===== src/rtl/noc_tracker_pkg.sv =====
// Shared definitions for the NoC link tracker: error codes, framing FSM
// states, default header field positions and the error priority encoder.
package noc_tracker_pkg;

    typedef enum logic [2:0] {
        ERR_NONE      = 3'd0,
        ERR_EDGE      = 3'd1,
        ERR_UNDERFLOW = 3'd2,
        ERR_OVERFLOW  = 3'd3
    } err_code_e;

    typedef enum logic {
        IDLE = 1'b0,
        BODY = 1'b1
    } frame_state_e;

    localparam int unsigned DEF_DATA_WIDTH = 64;
    localparam int unsigned DEF_CREDITS    = 4;
    localparam int unsigned DEF_LEN_LSB    = 22;
    localparam int unsigned DEF_LEN_WIDTH  = 8;

    // Lowest error code wins when several conditions hit in the same cycle.
    function automatic err_code_e prio_err(input logic edge_err,
                                           input logic underflow,
                                           input logic overflow);
        if (edge_err)       return ERR_EDGE;
        else if (underflow) return ERR_UNDERFLOW;
        else if (overflow)  return ERR_OVERFLOW;
        else                return ERR_NONE;
    endfunction

endpackage


===== src/rtl/noc_credit_tracker.sv =====
// Sender-side credit counter for one link: saturating at 0 and CREDITS,
// with combinational underflow/overflow detection for the current cycle.
module noc_credit_tracker #(
    parameter int unsigned CREDITS = 4
) (
    input  logic       clk,
    input  logic       rst,
    input  logic       valid_i,
    input  logic       yummy_i,
    output logic [3:0] credits_o,
    output logic       underflow_o,
    output logic       overflow_o
);

    localparam logic [3:0] MAX_CREDITS = 4'(CREDITS);

    logic [3:0] credits_q, credits_d;

    // Next credit count: a flit consumes, a yummy returns, both cancel.
    always_comb begin
        credits_d = credits_q;
        if (valid_i && !yummy_i && (credits_q != '0)) begin
            credits_d = credits_q - 4'd1;
        end else if (yummy_i && !valid_i && (credits_q != MAX_CREDITS)) begin
            credits_d = credits_q + 4'd1;
        end
    end

    // Credit register, refilled on reset.
    always_ff @(posedge clk or posedge rst) begin
        if (rst) begin
            credits_q <= MAX_CREDITS;
        end else begin
            credits_q <= credits_d;
        end
    end

    assign underflow_o = valid_i && !yummy_i && (credits_q == '0);
    assign overflow_o  = yummy_i && !valid_i && (credits_q == MAX_CREDITS);
    assign credits_o   = credits_q;

endmodule


===== src/rtl/noc_link_tracker.sv =====
// Checker for one directional NoC router output link (valid/data/yummy).
// Tracks credits, OpenPiton packet framing, and captures the first error.
// Optional statistics counters are built when NOC_TRACKER_STATS_EN is defined.
module noc_link_tracker
    import noc_tracker_pkg::*;
#(
    parameter int unsigned DATA_WIDTH = DEF_DATA_WIDTH,
    parameter int unsigned CREDITS    = DEF_CREDITS,
    parameter int unsigned LEN_LSB    = DEF_LEN_LSB,
    parameter int unsigned LEN_WIDTH  = DEF_LEN_WIDTH
) (
    input  logic                  clk,
    input  logic                  rst,
    input  logic                  link_valid,
    input  logic [DATA_WIDTH-1:0] link_data,
    input  logic                  link_yummy,
    input  logic                  port_allowed,
    input  logic                  clear,
    output logic                  err_valid,
    output logic [2:0]            err_code,
    output logic [DATA_WIDTH-1:0] err_header,
    output logic [3:0]            credits,
    output logic                  in_packet,
    output logic [31:0]           pkt_count,
    output logic [31:0]           flit_count
);

    frame_state_e          state_q, state_d;
    logic [LEN_WIDTH-1:0]  remaining_q, remaining_d;
    logic [DATA_WIDTH-1:0] cur_header_q, cur_header_d;
    logic [LEN_WIDTH-1:0]  hdr_len;

    logic                  err_valid_q, err_valid_d;
    err_code_e             err_code_q, err_code_d;
    logic [DATA_WIDTH-1:0] err_header_q, err_header_d;

    logic                  underflow, overflow, edge_err;
    err_code_e             cur_err;

    assign hdr_len = link_data[LEN_LSB +: LEN_WIDTH];

    noc_credit_tracker #(
        .CREDITS (CREDITS)
    ) u_credit (
        .clk         (clk),
        .rst         (rst),
        .valid_i     (link_valid),
        .yummy_i     (link_yummy),
        .credits_o   (credits),
        .underflow_o (underflow),
        .overflow_o  (overflow)
    );

    // Framing FSM next state: header opens a packet unless its length is zero.
    always_comb begin
        state_d      = state_q;
        remaining_d  = remaining_q;
        cur_header_d = cur_header_q;
        if (link_valid) begin
            case (state_q)
                IDLE: begin
                    cur_header_d = link_data;
                    if (hdr_len != '0) begin
                        state_d     = BODY;
                        remaining_d = hdr_len;
                    end
                end
                BODY: begin
                    if (remaining_q == LEN_WIDTH'(1)) begin
                        state_d     = IDLE;
                        remaining_d = '0;
                    end else begin
                        remaining_d = remaining_q - LEN_WIDTH'(1);
                    end
                end
                default: state_d = IDLE;
            endcase
        end
    end

    // Framing FSM state register.
    always_ff @(posedge clk or posedge rst) begin
        if (rst) begin
            state_q      <= IDLE;
            remaining_q  <= '0;
            cur_header_q <= '0;
        end else begin
            state_q      <= state_d;
            remaining_q  <= remaining_d;
            cur_header_q <= cur_header_d;
        end
    end

    assign edge_err = link_valid && !port_allowed;
    assign cur_err  = prio_err(edge_err, underflow, overflow);

    // Sticky capture of the first error; a new error beats a same-cycle clear.
    always_comb begin
        err_valid_d  = err_valid_q;
        err_code_d   = err_code_q;
        err_header_d = err_header_q;
        if ((cur_err != ERR_NONE) && (!err_valid_q || clear)) begin
            err_valid_d  = 1'b1;
            err_code_d   = cur_err;
            err_header_d = (state_q == IDLE) ? link_data : cur_header_q;
        end else if (clear) begin
            err_valid_d  = 1'b0;
            err_code_d   = ERR_NONE;
            err_header_d = '0;
        end
    end

    // Error capture registers.
    always_ff @(posedge clk or posedge rst) begin
        if (rst) begin
            err_valid_q  <= 1'b0;
            err_code_q   <= ERR_NONE;
            err_header_q <= '0;
        end else begin
            err_valid_q  <= err_valid_d;
            err_code_q   <= err_code_d;
            err_header_q <= err_header_d;
        end
    end

    assign err_valid  = err_valid_q;
    assign err_code   = err_code_q;
    assign err_header = err_header_q;
    assign in_packet  = (state_q == BODY);

`ifdef NOC_TRACKER_STATS_EN
    logic        pkt_done;
    logic [31:0] pkt_count_q, flit_count_q;

    // Completion mirrors the FSM: zero-length header, or the last body flit.
    assign pkt_done = link_valid &&
                      (((state_q == IDLE) && (hdr_len == '0)) ||
                       ((state_q == BODY) && (remaining_q == LEN_WIDTH'(1))));

    // Free-running statistics counters, wrapping at 2^32.
    always_ff @(posedge clk or posedge rst) begin
        if (rst) begin
            pkt_count_q  <= '0;
            flit_count_q <= '0;
        end else begin
            if (pkt_done)   pkt_count_q  <= pkt_count_q + 32'd1;
            if (link_valid) flit_count_q <= flit_count_q + 32'd1;
        end
    end

    assign pkt_count  = pkt_count_q;
    assign flit_count = flit_count_q;
`else
    assign pkt_count  = '0;
    assign flit_count = '0;
`endif

endmodule


===== config.mk =====
export PLATFORM = sky130hd
export DESIGN_NAME = noc_link_tracker
export DESIGN_NICKNAME = d
export VERILOG_FILES = /design/src/rtl/noc_tracker_pkg.sv /design/src/rtl/noc_credit_tracker.sv /design/src/rtl/noc_link_tracker.sv
export SDC_FILE = /design/constraint.sdc
export NUM_CORES = 1
export LEC_CHECK = 0
export ABC_AREA = 1
export CAP_MARGIN = 20
export CORE_MARGIN = 1
export CORE_UTILIZATION = 43
export DETAILED_ROUTE_END_ITERATION = 6
export GPL_ROUTABILITY_DRIVEN = 0
export MAX_ROUTING_LAYER = met4
export PLACE_DENSITY = 0.86
export SLEW_MARGIN = 20
export SYNTH_ARGS = -nofsm -noshare
export SYNTH_HDL_FRONTEND = slang
export SYNTH_SLANG_ARGS = --single-unit

===== constraint.sdc =====
create_clock -name clk -period 4.9 [get_ports clk]
set_input_delay 0.98 -clock clk [delete_from_list [all_inputs] [get_ports clk]]
set_output_delay 0.98 -clock clk [all_outputs]
set_load 0.03 [all_outputs]

======== Word-level counts from Yosys, hierarchy flattened ========
Cells that the tools add are included.
cells by class
  multiplexer cells ....................... 18
  add/sub/neg operators ................... 3
  equality and inequality tests ........... 4
  reductions and logical operators ........ 20
  bitwise gates (word level) .............. 1
operators with widths
  kind                                                                      count
  64-bit two-way mux                                                        3
  8-bit two-way mux                                                         2
  8-bit one-hot mux with 2 select lines                                     1
  8-bit by 1-bit equality test with 1-bit output (second input constant)    1
  1-bit logical AND                                                         8
  4-bit two-way mux                                                         2
  8-bit nonzero test                                                        1
  8-bit by 1-bit subtractor with 8-bit output (second input constant)       1
  2-bit two-way mux                                                         3
  3-bit two-way mux                                                         2
  4-bit by 1-bit adder with 4-bit output (second input constant)            1
  4-bit by 3-bit equality test with 1-bit output (second input constant)    1
  1-bit logical NOT                                                         4
  4-bit logical NOT                                                         1
  1-bit two-way mux                                                         4
  4-bit by 3-bit inequality test with 1-bit output (second input constant)  1
  2-bit nonzero test                                                        2
  4-bit nonzero test                                                        1
  4-bit by 1-bit subtractor with 4-bit output (second input constant)       1
  3-bit nonzero test                                                        1
  2-bit inequality test (second input constant)                             1
  1-bit one-hot mux with 2 select lines                                     1
  2-bit AND reduction                                                       1
  1-bit logical OR                                                          1
  1-bit NOT                                                                 1
word-level totals
  register bits after elaboration ......... 145
  logic and storage cells ................. 53
  output and inout bits ................... 137
  input port bits ......................... 70

======== Depth between registers and ports, before layout ========
Gate-level depths: netlist (run 1).
  word-level depth ........................ 9
  gate-level depth with buffers ........... 12
  depth with buffers taken out ............ 12

======== By module ========
Synthesis (run 1) repeated with hierarchy kept, for this count alone.
second synthesis, totals
  cell total of the unflattened synthesis .. 742
  area total of the unflattened synthesis .. 6962.9 µm²
by module, submodules not included
  module              area an instance (µm²)  seq. area each (µm²)  times used  cells an instance
  noc_link_tracker    6603.8                  3503.4                1           691
  noc_credit_tracker  359.1                   101.3                 1           51

======== Worst setup path before layout (run 1) ========
OpenSTA, ideal clock, no wires.
  kind .................................... input to register
  start ................................... in link_yummy
  end ..................................... reg err_header_q[14] (netlist: err_header[14])
  path buffers ............................ 2
  data required time ...................... 4.781 ns
  setup time .............................. 0.119 ns
  arrival ................................. 1.852 ns
  slack ................................... 2.930 ns
  stages .................................. 11
  cell sequence ........................... inv_1 -> nor2_1 -> nand4_1 -> o21ai_2 -> inv_2 -> nand2_1 -> nand2_2 -> buf_6 -> buf_6 -> nand3_1 -> nand2_1
on the way
  longest elaborated chain between the ends .. 8
  elaborated cells on any way between the ends .. 12
  those cells by class .................... mux: 4; reduce/logical: 8
RTL lines
  what                                                      RTL line                                            text
  start: declaration                                        noc_link_tracker.sv:16                              input logic link_yummy,
  1-bit logical AND or 1-bit logical NOT (tied branches)    noc_credit_tracker.sv:39, noc_credit_tracker.sv:38
  1-bit logical AND (on tied branches)                      noc_credit_tracker.sv:39, noc_credit_tracker.sv:38
  2-bit two-way mux or 1-bit logical AND (tied branches)    noc_tracker_pkg.sv:28, noc_credit_tracker.sv:38
  2-bit two-way mux (*)                                     noc_tracker_pkg.sv:27                               else if (underflow) return ERR_UNDERFLOW;
  2-bit two-way mux (*)                                     noc_tracker_pkg.sv:26                               if (edge_err) return ERR_EDGE;
  3-bit nonzero test (*)                                    noc_link_tracker.sv:102                             if ((cur_err != ERR_NONE) && (!err_valid_q || clear)) begin
  1-bit logical AND (*)                                     noc_link_tracker.sv:102
  64-bit two-way mux or 2-bit nonzero test (tied branches)  -
  end signal: assignment                                    noc_link_tracker.sv:122                             err_header_q <= err_header_d;
  end: declaration                                          noc_link_tracker.sv:35                              logic [DATA_WIDTH-1:0] err_header_q, err_header_d;
Mark *: on every way between the ends. The rest lies on a longest branch, timed or not.
A chain may end at the register's enable or synchronous reset.

======== Worst setup path after layout (run 1) ========
  start ................................... in link_yummy
  end ..................................... reg err_header_q[40] (netlist: err_header[40])
Same word-level chain as after synthesis.

==> results of run 1 <==
-- registers in the layout, indices dropped and copies added, names as in the netlist --
register	cells
err_valid	1
err_code	2
err_header	64
cur_header_q	64
remaining_q	8
u_credit.credits_o	4
in_packet	1
-- logic make-up (layout without fill, tap and decap cells) --
group / Yosys count / in the layout / synth area share, %
flip-flops: 144 / 144 / 50.48
AO/OA/AOI/OAI: 148 / 148 / 10.57
AND/OR/NAND/NOR: 401 / 401 / 22.78
adder cells (fa/ha/maj): 3 / 3 / 0.5257
XOR/XNOR: 5 / 5 / 0.6133
buffers and inverters: 203 / 266 / 14.98
other: 1 / 65 / 0.05252
-- where the power goes --
part           internal [µW]  switching, µW  total [µW]  leakage, µW
Combinational            408            750        1160      0.00228
Clock                    976            480        1460     0.000318
Sequential              1400            122        1520      0.00186
Total                   2780           1350        4130      0.00446
-- layout by cell type, fill, tap and decap left out, drive strengths merged, types with 4 or more instances in the layout --
cell and n:
buf 7, bufinv 6, clkbuf 20, clkdlybuf4s50 140, clkinv 4, conb 65
dfrtp 143, inv 87, nand2 299, nand3 78, nor2 20, o21ai 140
xor2 4
-- final timing paths --
| check | to | start | slack (ps) | depth (start not counted) |
|---|---|---|---|---|
| max in group asynchronous | cur_header_q[16]$_DFFE_PP0P_ | rst | 2870 | 3 |
| worst max-delay path | err_header[40]$_DFFE_PP0P_ | link_yummy | 2150 | 11 |
| worst min-delay path | cur_header_q[24]$_DFFE_PP0P_ | cur_header_q[24]$_DFFE_PP0P_ | 490 | 2 |
| min in group asynchronous | cur_header_q[53]$_DFFE_PP0P_ | rst | 1110 | 2 |
| worst max register to register | err_header[63]$_DFFE_PP0P_ | in_packet$_DFFE_PP0P_ | 2410 | 5 |
| worst min register to register | cur_header_q[24]$_DFFE_PP0P_ | cur_header_q[24]$_DFFE_PP0P_ | 490 | 2 |
-- metrics by stage --
step	worst slack (ps)	total power [µW]
after floorplan	55.38	2329
after global placement	1748	2655
after detailed placement	1720	2693
after CTS	2140	4163
after global routing	1891	4359
final	2153	4132
-- area by class of cell --
type                            instances  share of cell area, %
Inverter                               89                  3.778
Multi-Input combinational cell        622                  29.93
Clock inverter                         10                  2.311
Timing Repair Buffer                  147                  16.08
Sequential cell                       144                  39.86
Clock buffer                           20                  5.051
Tap cell                              216                  2.989
-- per-layer routing --
metal  vias up  track usage [%]  wire length [µm]
met5         -                -                 0
met3        26            4.031               808
li1       2955                -                 -
met2       189            33.71              7876
met4         0            8.249               275
met1      2759            25.07              7065
-- critical path: stages --
cell             delay [ps]
clkdlybuf4s50_1         470
inv_1                    80
nor2_1                   50
nand4_1                 140
o21ai_2                  90
inv_2                    50
nand2_1                  50
nand2_2                  70
clkinv_2                690
nand2_1                 250
nand2_1                  90
==> flow_summary.toml, run 1 <==
[outcome]
status = "completed"

[clocking]
clkTransAtPathRegs_ps = 50
worstSkewPairLatency_ps = 410
htreeDepth = 4
cts.sinks = 144
cts_tree = "yes"
clk_path_buf_depth = 2
root_buffer = "clkbuf_16"
cts_hold_buf = 0
cts-resized-gates = 0
cts-buffers-inserted = 17
cts_setup_buffers = 0

[timing]
fmax_mhz = 364.0
finalMaxSlewViolations = 0
relSlewSlack_pct = 38.90
fin_hold_ws_ps = 489.2
clock_skew_ps = 8.345
rsz0062_at_grt = "false"
finalSetupViolations = 0
fin_crit_sh_pct = 56.06
period_minus_slack_ps = 2747
finalSetupTns_ps = 0
final_hold_viol_count = 0
tightest_slew_ps = 916.5

[synthesis]
async_flop_share_pct = 100.0
avgSynthCellArea_um2 = 7.890
synth_cells = 905
synth_top_area_share_pct = 50.11
synth.most_common_cell = "nand2_1"
synth-edff-count = 0
synth_cell_type_count = 31
synthTopCellsByCount = "nand2_1 (297), dfrtp_1 (143), o21ai_0 (122), inv_1 (84), nand3_1 (78)"
synth_top_area_cell = "dfrtp_1"
yosysSeqAreaShare_pct = 50.48
ys.flop_type = "dfrtp_1"
yosysWarningCount = 0
ys_ff_latch = 144
syn_area_um2 = 7141
ys_top_cells_by_area = "dfrtp_1 (50%), nand2_1 (16%), o21ai_0 (8.6%), buf_4 (7.5%), nand3_1 (5.5%)"

[floorplan]
rows = 46
dieArea_um2 = 17130
die_height_um = 130.9
die_w_um = 130.9
start_util_pct = 44.47
core_area_um2 = 16060
pin_count = 207

[finish]
stdcell_area_um2 = 9042
area_growth_pct = 26.63
fillCellCount = 1394
nNetsFinal = 1094
seqCellArea_um2 = 3605
diodes = 0
final_cells = 1248
multi_input_area_um2 = 2706
fin_util_pct = 56.31
drive_gt1_share_pct = 4.845

[route]
ant_nets = 0
wl_per_cell_um = 12.84
drt-total-wl_mm = 16.03
drt_iter0_markers = 307
drc = 0
drt_pass1_iterations = 5
vias_per_cell = 4.751
via_count = 5929

[min_path]
hold_class = "reg -> reg"

[global_route]
gr-total-overflow = 0
antenna_found_initial = 0
grt_usage_pct = 20.61
grt_first_pass_wirelength_mm = 26.55
grt_max_degree = 99
grt_pass1_vias = 5601

[pwr]
p_per_area_nw_per_um2 = 456.9
vdd_ir_drop_max_mv = 0.2380
leakagePower_uw = 0.004461

[placement]
place_area_um2 = 8377
placedCellCount = 1218
dp_hpwl_mm = 10.45
port_buffers = 141

[setup_path]
crit_type = "in -> reg"
arrival_ps = 3040
endpoint_kind = "flip-flop"
critical_path_required_ps = 5190
crit_path_max_fanout = 64
critPathLaunchType = "primary input"

[job]
cap_violations = 0
Note: power is estimated with default switching activity, not from simulation.
==> inputs of run 2 (changes only) <==
--- a/config.mk
+++ b/config.mk
@@ -8,11 +8,11 @@
 export ABC_AREA = 1
 export CAP_MARGIN = 20
 export CORE_MARGIN = 1
-export CORE_UTILIZATION = 43
+export CORE_UTILIZATION = 48
 export DETAILED_ROUTE_END_ITERATION = 6
 export GPL_ROUTABILITY_DRIVEN = 0
 export MAX_ROUTING_LAYER = met4
-export PLACE_DENSITY = 0.86
+export PLACE_DENSITY = 0.91
 export SLEW_MARGIN = 20
 export SYNTH_ARGS = -nofsm -noshare
 export SYNTH_HDL_FRONTEND = slang
==> constraint.sdc (replaced) <==
create_clock -name clk -period 2.9 [get_ports clk]
set_input_delay 0.58 -clock clk [delete_from_list [all_inputs] [get_ports clk]]
set_output_delay 0.58 -clock clk [all_outputs]
set_load 0.03 [all_outputs]
==> run 2 against run 1 <==
  * Final cell count decreased by 2.5%
  * Sequential cell count is the same
  * Die area down 10%
  * Total power grew 60%
  * First-iteration DRC count rose by 52%
  * Design area fell by 1.1%
  * Global-route usage increased by 1.2 points
  * Register-to-register slack lost 1500 ps
  * Worst setup slack worse by 1500 ps
  * Largest cell class unchanged
==> flow_summary.toml, run 2 (synthesis gave the netlist of run 1 again) <==
[pwr]
p_per_area_nw_per_um2 = 738.8
vdd_ir_drop_max_mv = 0.4941
p_int_uw = 4352
leakagePower_uw = 0.004432
sw_frac_of_total_pct = 34.11
clock_power_share_pct = 31.3
power_frac_comb_pct = 29.9
p_sw_uw = 2253
seq_power_share_pct = 38.9

[setup_path]
critPathLaunchType = "flip-flop"
cpMaxStageDelayCell = "clkdlybuf4s50_1"
crit_type = "reg -> out"
critical_path.cell_chain = "clkdlybuf4s50_1"
r2r_end = "err_header[42]$_DFFE_PP0P_"
worstRegToRegCells = 9
r2r-start = "u_credit.credits_o[2]$_DFFE_PP1P_"
arrival_ps = 1700
path_depth = 1
endpoint_kind = "output port"
crit_path_max_fanout = 11
crit_buf_inv = 1
cpPeakStageDelay_ps = 740
cpLargestDelayFamily = "buffers and inverters"
reg2reg_slack_ps = 890
critical_path_required_ps = 2320

[timing]
fin_crit_sh_pct = 78.70
finalSetupViolations = 0
final_hold_viol_count = 0
finalSetupTns_ps = 0
period_minus_slack_ps = 2282
finalMaxSlewViolations = 0
tightest_slew_ps = 771.3
fmax_mhz = 438.2
rsz0062_at_grt = "false"
fin_hold_ws_ps = 450.8
relSlewSlack_pct = 48.58
clock_skew_ps = 7.427

[floorplan]
rows = 44
start_util_pct = 49.13
dieArea_um2 = 15370
die_w_um = 124.0
core_area_um2 = 14530
die_height_um = 124.0
pin_count = 207

[min_path]
holdPathStages = 2
holdPathEnd = "cur_header_q[0]$_DFFE_PP0P_"
hold_class = "in -> reg"
holdCritStartpoint = "link_valid"

[global_route]
grt_first_pass_wirelength_mm = 25.22
grt_pass1_vias = 5406
grt_usage_pct = 21.79
gr-total-overflow = 0
antenna_found_initial = 0
grt_max_degree = 119

[route]
wl_per_cell_um = 13.20
drt_pass1_iterations = 5
ant_nets = 0
vias_per_cell = 4.946
drc = 0
wl_met3_um = 915
m1WireLength_mm = 6.894
drt_iter0_markers = 467
via_count = 6019
dr_wl_met2_mm = 7.897
top_layer_used = "met4"
drt-total-wl_mm = 16.07

[finish]
drive_gt1_share_pct = 4.743
diodes = 0
area_growth_pct = 25.20
final_cell_mix = "nand2_1 (297), dfrtp_1 (143), clkdlybuf4s50_1 (140)"
final_common_cell = "nand2_1"
stdcell_area_um2 = 8940
nNetsFinal = 1096
final_cells = 1217

[clocking]
cts-resized-gates = 0
cts_hold_buf = 0
clkTransAtPathRegs_ps = 60
htreeDepth = 4
cts_setup_buffers = 0
cts_tree = "yes"
cts.sinks = 144
cts-buffers-inserted = 17
worstSkewPairLatency_ps = 410
clk_path_buf_depth = 2
root_buffer = "clkbuf_16"

[placement]
port_buffers = 141
dp_hpwl_mm = 10.38
place_area_um2 = 8388
placedCellCount = 1188

[job]
cap_violations = 0

[outcome]
status = "completed"
run 2: cell types whose count changed in the layout (fill, tap and decap cells not counted):
cell	before	now
bufinv_16	6	2
clkinv_2	3	6
clkinv_4	1	0
inv_6	1	0
clkbuf_1	1	3
buf_12	0	3
buf_4	7	6
run 2: per-layer routing:
metal	track usage, %	vias up
met5	-	-
met4	9.673	0
met3	4.441	28
met2	34.34	209
met1	27.19	2828
li1	-	2954
run 2: through the flow:
step / worst slack [ps] / utilization (%) / power (µW)
2_1_floorplan: 515.8 / - / 3936
3_3_place_gp: 527.3 / 57.71 / 4493
3_5_place_dp: 398.0 / 57.71 / 4569
4_1_cts: 578.1 / 61.51 / 6648
5_1_grt: 547.1 / 61.51 / 6959
6_report: 617.8 / 61.51 / 6605
run 2: layout make-up:
type / instances / area [µm²]
Fill cell: 1224 / 5594
Multi-Input combinational cell: 622 / 2706
Clock inverter: 7 / 87.58
Tap cell: 184 / 230.2
Sequential cell: 144 / 3605
Inverter: 89 / 340.3
Timing Repair Buffer: 149 / 1506
Clock buffer: 22 / 464.2
run 2: power groups by stage:
stage | clock network, µW | logic (µW) | registers [µW]
5_1_grt | 2180 | 2170 | 2610
2_1_floorplan | 0 | 1010 | 2920
4_1_cts | 2100 | 1980 | 2570
6_report | 2060 | 1970 | 2570
3_5_place_dp | 0 | 1970 | 2600
3_3_place_gp | 0 | 1910 | 2580
run 2: worst reg2reg max path, stage by stage (launching register included):
cell	delay (ps)
dfstp_2	600
nor2_1	70
nand2_2	110
o21ai_2	90
inv_2	50
nand2_1	50
nand2_2	70
buf_4	590
nand3_1	200
nand2_1	110
run 2: worst max-delay path by stage:
stage | start | to | slack (ps)
6_report | in_packet$_DFFE_PP0P_ | in_packet | 620
3_3_place_gp | link_yummy | err_header[7]$_DFFE_PP0P_ | 530
3_5_place_dp | link_yummy | err_header[35]$_DFFE_PP0P_ | 400
4_1_cts | in_packet$_DFFE_PP0P_ | in_packet | 580
5_1_grt | in_packet$_DFFE_PP0P_ | in_packet | 550
2_1_floorplan | rst | cur_header_q[0]$_DFFE_PP0P_ | 520
